**src/rtl/rip_pseudo_core_launcher.sv**
```systemverilog
// Job launcher for the RIP pseudo core.
// Start addresses are queued in a small FIFO and handed to the core one at a time
// on mem_head. Each job ends with a one-cycle done pulse that reports ok,
// timeout or invalid address.
module rip_pseudo_core_launcher #(
    parameter int ADDR_WIDTH     = 32,
    parameter int FIFO_DEPTH     = 4,
    parameter int TIMEOUT_CYCLES = 65536
) (
    input  logic                        clk,
    input  logic                        rstn,
    input  logic                        cmd_valid,
    output logic                        cmd_ready,
    input  logic [ADDR_WIDTH-1:0]       cmd_addr,
    output logic [ADDR_WIDTH-1:0]       mem_head,
    input  logic [1:0]                  busy,
    output logic                        done_valid,
    output logic [ADDR_WIDTH-1:0]       done_addr,
    output logic [1:0]                  done_status,
    output logic [15:0]                 done_count,
    output logic [$clog2(FIFO_DEPTH):0] pending,
    output logic                        idle
);

    localparam int PTR_W = $clog2(FIFO_DEPTH);
    localparam int CNT_W = PTR_W + 1;
    localparam int TMR_W = $clog2(TIMEOUT_CYCLES) + 1;

    localparam logic [ADDR_WIDTH-1:0] NO_JOB   = '1;
    localparam logic [CNT_W-1:0]      FULL_CNT = CNT_W'(FIFO_DEPTH);
    localparam logic [TMR_W-1:0]      TMR_LAST = TMR_W'(TIMEOUT_CYCLES - 1);

    localparam logic [1:0] ST_OK       = 2'b00;
    localparam logic [1:0] ST_TIMEOUT  = 2'b01;
    localparam logic [1:0] ST_BAD_ADDR = 2'b10;

    typedef enum logic [1:0] {
        S_IDLE,
        S_LAUNCH,
        S_RUN
    } state_t;

    state_t state, state_d;

    logic [ADDR_WIDTH-1:0] fifo_mem [FIFO_DEPTH];
    logic [PTR_W-1:0]      wr_ptr, rd_ptr;
    logic [CNT_W-1:0]      count;
    logic                  push, pop;

    logic [ADDR_WIDTH-1:0] head_addr;
    logic                  head_bad;
    logic [ADDR_WIDTH-1:0] job_addr, job_addr_d;
    logic [TMR_W-1:0]      timer, timer_d;
    logic                  timeout_hit;

    logic [ADDR_WIDTH-1:0] head_d;
    logic                  done_valid_d;
    logic [ADDR_WIDTH-1:0] done_addr_d;
    logic [1:0]            done_status_d;
    logic                  count_inc;

    // Ready depends only on registered occupancy, so there is no path from pop to cmd_ready.
    assign cmd_ready = (count != FULL_CNT);
    assign push      = cmd_valid && cmd_ready;
    assign pending   = count;
    assign idle      = (state == S_IDLE) && (count == '0);

    // The core ORs cnt<<2 into bits [9:2], so a usable base address has its low 10 bits clear.
    assign head_addr   = fifo_mem[rd_ptr];
    assign head_bad    = (head_addr == NO_JOB) || (head_addr[9:0] != 10'd0);
    assign timeout_hit = (state != S_IDLE) && (timer == TMR_LAST);

    // Queue storage: write on push.
    // NOTE: no reset on the storage array; count decides which entries are live.
    always_ff @(posedge clk) begin
        if (push) fifo_mem[wr_ptr] <= cmd_addr;
    end

    // Queue pointers and occupancy.
    // NOTE: non-blocking assignments so every register samples pre-edge values.
    always_ff @(posedge clk or negedge rstn) begin
        if (!rstn) begin
            wr_ptr <= '0;
            rd_ptr <= '0;
            count  <= '0;
        end else begin
            if (push) wr_ptr <= wr_ptr + 1'b1;
            if (pop)  rd_ptr <= rd_ptr + 1'b1;
            case ({push, pop})
                2'b10:   count <= count + 1'b1;
                2'b01:   count <= count - 1'b1;
                default: count <= count;
            endcase
        end
    end

    // State register.
    always_ff @(posedge clk or negedge rstn) begin
        if (!rstn) state <= S_IDLE;
        else       state <= state_d;
    end

    // Next state, pop decision, and next values of the registered outputs.
    // NOTE: every output gets a default first, so no path through the case infers a latch.
    always_comb begin
        state_d       = state;
        pop           = 1'b0;
        job_addr_d    = job_addr;
        timer_d       = timer;
        head_d        = mem_head;
        done_valid_d  = 1'b0;
        done_addr_d   = done_addr;
        done_status_d = done_status;
        count_inc     = 1'b0;
        case (state)
            S_IDLE: begin
                if ((count != '0) && (busy == 2'b00)) begin
                    pop        = 1'b1;
                    job_addr_d = head_addr;
                    timer_d    = '0;
                    if (head_bad) begin
                        done_valid_d  = 1'b1;
                        done_addr_d   = head_addr;
                        done_status_d = ST_BAD_ADDR;
                    end else begin
                        head_d  = head_addr;
                        state_d = S_LAUNCH;
                    end
                end
            end
            S_LAUNCH: begin
                if (timeout_hit) begin
                    head_d        = NO_JOB;
                    done_valid_d  = 1'b1;
                    done_addr_d   = job_addr;
                    done_status_d = ST_TIMEOUT;
                    state_d       = S_IDLE;
                end else begin
                    timer_d = timer + 1'b1;
                    // Hold the head until the core has left INIT.
                    if (busy[1]) begin
                        head_d  = NO_JOB;
                        state_d = S_RUN;
                    end
                end
            end
            S_RUN: begin
                if (timeout_hit) begin
                    head_d        = NO_JOB;
                    done_valid_d  = 1'b1;
                    done_addr_d   = job_addr;
                    done_status_d = ST_TIMEOUT;
                    state_d       = S_IDLE;
                end else if (busy == 2'b00) begin
                    done_valid_d  = 1'b1;
                    done_addr_d   = job_addr;
                    done_status_d = ST_OK;
                    count_inc     = 1'b1;
                    state_d       = S_IDLE;
                end else begin
                    timer_d = timer + 1'b1;
                end
            end
            default: state_d = S_IDLE;
        endcase
    end

    // Registered job datapath and outputs; reset drops mem_head to all-ones right away.
    always_ff @(posedge clk or negedge rstn) begin
        if (!rstn) begin
            mem_head    <= NO_JOB;
            job_addr    <= '0;
            timer       <= '0;
            done_valid  <= 1'b0;
            done_addr   <= '0;
            done_status <= ST_OK;
            done_count  <= 16'd0;
        end else begin
            mem_head    <= head_d;
            job_addr    <= job_addr_d;
            timer       <= timer_d;
            done_valid  <= done_valid_d;
            done_addr   <= done_addr_d;
            done_status <= done_status_d;
            if (count_inc) done_count <= done_count + 16'd1;
        end
    end

endmodule

```
**config.mk**
```make
export PLATFORM = sky130hd
export DESIGN_NAME = rip_pseudo_core_launcher
export DESIGN_NICKNAME = d
export VERILOG_FILES = /design/src/rtl/rip_pseudo_core_launcher.sv
export SDC_FILE = /design/constraint.sdc
export NUM_CORES = 1
export LEC_CHECK = 0
export ABC_CLOCK_PERIOD_IN_PS = 3600
export CAP_MARGIN = 20
export CORE_UTILIZATION = 63
export DETAILED_ROUTE_END_ITERATION = 10
export DONT_BUFFER_PORTS = 1
export GPL_TIMING_DRIVEN = 0
export HOLD_SLACK_MARGIN = 0.1
export PLACE_DENSITY = 0.81
export SKIP_LAST_GASP = 1
export SYNTH_ARGS = -nofsm -noshare
export SYNTH_HDL_FRONTEND = slang
export SYNTH_SLANG_ARGS = --single-unit
```
**constraint.sdc**
```tcl
create_clock -name clk -period 3.6 [get_ports clk]
set_input_delay 0.72 -clock clk [delete_from_list [all_inputs] [get_ports clk]]
set_output_delay 0.72 -clock clk [all_outputs]
set_load 0.02 [all_outputs]
```
* After elaboration in Yosys (flattened, before gate mapping)
Memory sizes are Yosys's and may differ from the RTL's.
Cells that the tools add are included.
** Storage, ports and cells
- Bits in registers :: 141
- Bits in latches :: 0
- RAM bits :: 128
- Bits in read-only memories :: 0
- Input port bits :: 37
- Logic and storage cells :: 95
- Memories :: 1
** Memory list
- fifo_mem :: words 4, bits a word 32, rd ports 1, clocked after memory_dff 0, wr ports 1, line 45 : logic [ADDR_WIDTH-1:0] fifo_mem [FIFO_DEPTH];
** Cells by class
- $add $sub $neg :: 6
- Multipliers :: 0
- Divide/modulo/power cells :: 0
- Order comparisons :: 0
- Equal/unequal tests :: 17
- Shift operators :: 0
- Mux-type cells :: 42
- Bitwise gates (word level) :: 0
- Reductions and logical operators :: 18
** Operators by type and width (number)
- 32-bit 2-to-1 mux :: 10
- 32-bit case mux with 3 select lines :: 2
- 17-bit 2-to-1 mux :: 4
- 17-bit case mux with 3 select lines :: 1
- 32-bit == test, second input constant :: 1
- 2-bit 2-to-1 mux :: 10
- 17-bit by 1-bit adder with 17-bit output, second input constant :: 1
- 17-bit by 16-bit == test with 1-bit output, second input constant :: 1
- 16-bit by 1-bit adder with 16-bit output, second input constant :: 1
- 5-bit AND reduction :: 3
- 2-bit != test, second input constant :: 7
- 2-bit case mux with 3 select lines :: 2
- 1-bit 2-to-1 mux :: 11
- 10-bit nonzero test :: 1
- 3-bit != test, second input constant :: 3
- 3-bit case mux with 2 select lines :: 1
- 3-bit nonzero test :: 2
- 2-bit by 1-bit adder with 2-bit output, second input constant :: 2
- 2-bit by 1-bit == test with 1-bit output, second input constant :: 2
- 2-bit == test, second input constant :: 2
- 1-bit logical AND :: 4
- 2-bit zero test :: 2
- 4-bit AND reduction :: 1
- 2-bit nonzero test :: 2
- 7 further kinds :: 7

* Depth between registers and ports, before layout
- Word-level depth :: 6
- Depth in mapped cells :: 14
- Depth with buffers taken out :: 11

* Worst setup path after synthesis
No wires, ideal clock.
- Path kind :: register to register
- Start point :: register state[1]
- End point :: register count[2] (netlist: pending[2])
- Library setup time :: 0.080 ns
- Arrival time :: 2.950 ns
- Required time :: 3.520 ns
- Setup slack :: 0.570 ns
- Stages on the path, launching flop included :: 15
- Period minus slack after synthesis :: 3.030 ns
- Path through :: dfrtp_1 -> inv_1 -> ha_1 -> clkbuf_1 -> inv_1 -> or3_1 -> clkbuf_1 -> inv_1 -> clkbuf_1 -> ha_1 -> inv_1 -> fa_1 -> xor2_1 -> nor2_1 -> xor2_1
** Between the ends
- Longest elaborated chain between the ends :: 4
** RTL lines
- start, declared :: line 43 : state_t state, state_d;
- start signal, assigned :: line 100 : else state <= state_d;
- 2-bit zero test * :: line 115 : case (state)
- 1-bit 2-to-1 mux * :: line 115
- net pop :: line 48 : logic push, pop;
- 2-bit by 1-bit == test with 1-bit output / 2-bit == test (equally long branches) :: line 89 : case ({push, pop})
- 3-bit case mux with 2 select lines / 2-bit nonzero test (equally long branches)
- end signal, assigned :: line 90 : 2'b10: count <= count + 1'b1;
- end signal, assigned :: line 91 : 2'b01: count <= count - 1'b1;
- end signal, assigned :: line 92 : default: count <= count;
- end, declared :: line 47 : logic [CNT_W-1:0] count;
The timed path passes the listed nets; every way through them passes the cells marked *.
A chain may end at the register's enable or synchronous reset.

* Worst setup path in the final report
- Start point :: register state[1]
- End point :: register count[2] (netlist: pending[2])
** Between the ends
- Longest elaborated chain between the ends :: 4
** RTL lines (line)
- 2-bit zero test * :: 115
- 1-bit 2-to-1 mux * :: 115
- 2-bit by 1-bit == test with 1-bit output / 2-bit == test (equally long branches) :: 89
- 3-bit case mux with 2 select lines / 2-bit nonzero test (equally long branches)
Every way passes the cells marked *; elsewhere a longest branch is shown, timed or not.

==> results by group <==
Outcome
  – Status: finished with violations
  – Violated checks: negative hold slack

Setup path
  – Crit-path slowest cell: or3_1
  – CP max stage delay: 440 ps
  – CP cell instances: inv_1 -> ha_1 -> clkbuf_1 -> inv_1 -> or3_1 -> clkbuf_1 -> clkinvlp_4 -> ha_1 -> inv_1 -> fa_1 -> xor2_1 -> nor2_1 -> xor2_1
  – WS Path Type: register to register
  – Reg2reg start: state[1]
  – CP arrival: 3790 ps
  – Worst-path fanout max: 13
  – Critical path's most frequent cell: inv_1
  – Buf/Inv on CP: 6
  – Path depth of the worst reg2reg path: 13
  – Worst-case register-to-register setup slack: 270 ps
  – Setup crit start kind: register
  – Reg2reg end: pending[2]
  – Data required, critical path: 4050 ps
  – Crit end category: register
  – Cell family with most CP delay: buffers and inverters

Floorplan
  – I/O pins: 125
  – Die width: 137 um
  – Initial Util: 0.642
  – Die area: 18800 um2
  – Die height: 137 um
  – Row cnt: 49
  – Core area: 17900 um2

Synth
  – Synthesized area: 11500 um2
  – Mapped Cells: 850
  – Post-synth EDFFs: 128
  – Top_reg_cell synth: edfxtp_1
  – Netlist cell types: 48
  – Seq cells post-synth: 269
  – Post-synth net total: 900
  – Post-synth ARST share: 0.524
  – Avg Cell Area, Syn: 13.5 um2
  – Area leader, netlist: edfxtp_1
  – Sequential area share after synthesis: 0.645
  – Ys Warns: 0
  – Post-synth top area share: 0.335
  – Main area contributors after synthesis: edfxtp_1 33%, dfrtp_1 24%, dfstp_2 7.3%, mux2_4 3.8%, nand2_1 3.2%

Clock network
  – TritonCTS clock tree: yes
  – Worst skew pair latency: 540 ps
  – Clk buf depth: 3
  – Clk Tree Root Cell: clkbuf_16
  – CTS Buf Count: 26
  – Clock sink count: 269
  – Worst-path clk slew: 70 ps
  – Max H-tree Level: 1
  – Postcts setup bufs: 0

Placement
  – HPWL Detailed: 15.6 mm
  – Dpl cell area: 11800 um2
  – Final RePlAce weighted congestion: 0.875
  – I/O Buffers: 0

Hold path
  – HP Class: input port to asynchronous set/reset pin

Pwr
  – Internal power: 7.79 mW
  – Peak VDD IR: 0.728 mV
  – Net load switching power: 4.33 mW
  – Clk pwr share: 0.243
  – Reg power frac: 0.435
  – Comb pwr share: 0.322
  – Cell leakage power: 5.08 nW
  – Switching share of power: 0.358
  – PwrDens: 953 nW/um2

Timing
  – Max Slew Vio Count: 0
  – Final setup viols: 0
  – Slew HR: 0.283
  – Tmin final: 3330 ps
  – Period Utilization, post-route: 0.926
  – Max frequency: 300 MHz
  – Clock Skew: 15.4 ps
  – RSZ-0062 raised after global routing: false
  – Setup tns final: 0 ps
  – Worst-margin pin slew: 1070 ps
  – Fin. Hold Viols: 109
  – Worst hold slack: -109 ps

Global routing
  – Gr busiest metal: met2
  – Met3 global-route usage: 0.0619
  – First-pass GRT wire length: 36.2 mm
  – GRT met2 Usage: 0.412
  – Total Routing Usage GR: 0.259
  – Largest net degree at the start of global routing: 142
  – Initial antenna violation count: 0
  – Vias in the first global route: 6656
  – GR met1 Demand/Resource: 0.354
  – Grt total ovfl: 0

Cells and area
  – FILL cells: 1148
  – Net count, final: 927
  – Most frequent cells in the layout: 128 x edfxtp_1, 109 x dfrtp_1, 97 x nand2_1, 68 x o21ai_0, 45 x inv_1
  – Area Overhead vs Synth: 10.8%
  – Fin area: 12700 um2
  – Commonest non-fill, non-tap cell in the layout: edfxtp_1
  – # diodes: 0
  – Share of cells above drive strength 1: 0.191

Detailed routing
  – Residual DRC count: 0
  – Vias post-DR: 6807
  – Pre-antenna DRT Iters: 5
  – Vias per cell: 6.05
  – Routed WL: 23.8 mm
  – Wire per inst: 21.2 um
  – Initial DRC Count: 648
  – Routed Antenna Nets: 0

Run
  – Max Cap Viol: 0
power by group through the flow:
stage	Sequential, mW	Combinational (mW)	Clock (mW)
CTS	5.28	3.89	2.99
global placement	5.29	3.71	0
finish	5.27	3.90	2.95
global route	5.36	4.24	3.09
floorplan	5.13	2.98	0
detailed placement	5.32	3.84	0
through the flow:
stage | hold WS [ps] | power [mW] | setup WS [ps] | std cells | util
final | -109 | 12.1 | 267 | 1126 | 0.711
after floorplan | 424 | 8.11 | 570 | 850 | -
after detailed placement | 430 | 9.16 | 1.79 | 1079 | 0.658
after global routing | -136 | 12.7 | 58.8 | 1126 | 0.711
after global placement | 429 | 9.00 | 54.7 | 1079 | 0.658
after CTS | -135 | 12.1 | 139 | 1126 | 0.710
registers in the layout, indices dropped and copies added (netlist names):
name,cells
timer,17
done_status,2
fifo_mem,128
state,2
wr_ptr,2
done_addr,32
pending,3
done_count,16
job_addr,32
rd_ptr,2
mem_head,32
done_valid,1
cell usage after synthesis, drive strengths merged, types with 7 or more instances:
library cell / n
inv: 46
o21ai: 69
nor2: 22
dfrtp: 109
mux2: 74
dfstp: 32
nand4: 7
o21a: 21
mux2i: 36
a21oi: 31
or2: 13
buf: 12
o22ai: 15
nand2: 97
o31ai: 9
edfxtp: 128
mux4: 10
nand3: 17
and3: 7
clkbuf: 27
ha: 12
xnor2: 15
worst max path at each step:
stage                  start          to  slack, ps  depth (start not counted)
floorplan           state[1]  pending[2]        570                         14
global placement    state[1]  pending[2]         50                         14
detailed placement  state[1]  pending[2]          2                         14
CTS                 state[1]  pending[2]        140                         13
global route        state[1]  pending[2]         60                         13
finish              state[1]  pending[2]        270                         13
layer usage:
metal | wire length, um | vias up
li1 | - | 3101
met1 | 10200 | 3394
met2 | 11200 | 269
met3 | 1850 | 43
met4 | 561 | 0
met5 | 0 | -
layout make-up:
class	instances	area, um2	area share
buffer	38	214	0.0168
multi-input combinational	496	3690	0.290
clock inverter	16	223	0.0175
clock buffer	32	723	0.0568
tap	229	287	0.0225
sequential	269	7410	0.583
inverter	46	176	0.0139
what timing repair did:
item                                    CTS  global route
hold endpoints to repair                141           141
endpoints found under the setup margin    1             1
cloned                                    0             0
resized for setup                         0             1
cell families after synthesis:
group	after synthesis	synth area share
fa+ha+maj	13	0.0148
flops	269	0.645
mux	120	0.135
simple gates	186	0.0746
xor+xnor	21	0.0160
buf+inv	85	0.0340
compound gates	156	0.0799
Note: power is estimated with default switching activity, not from simulation.
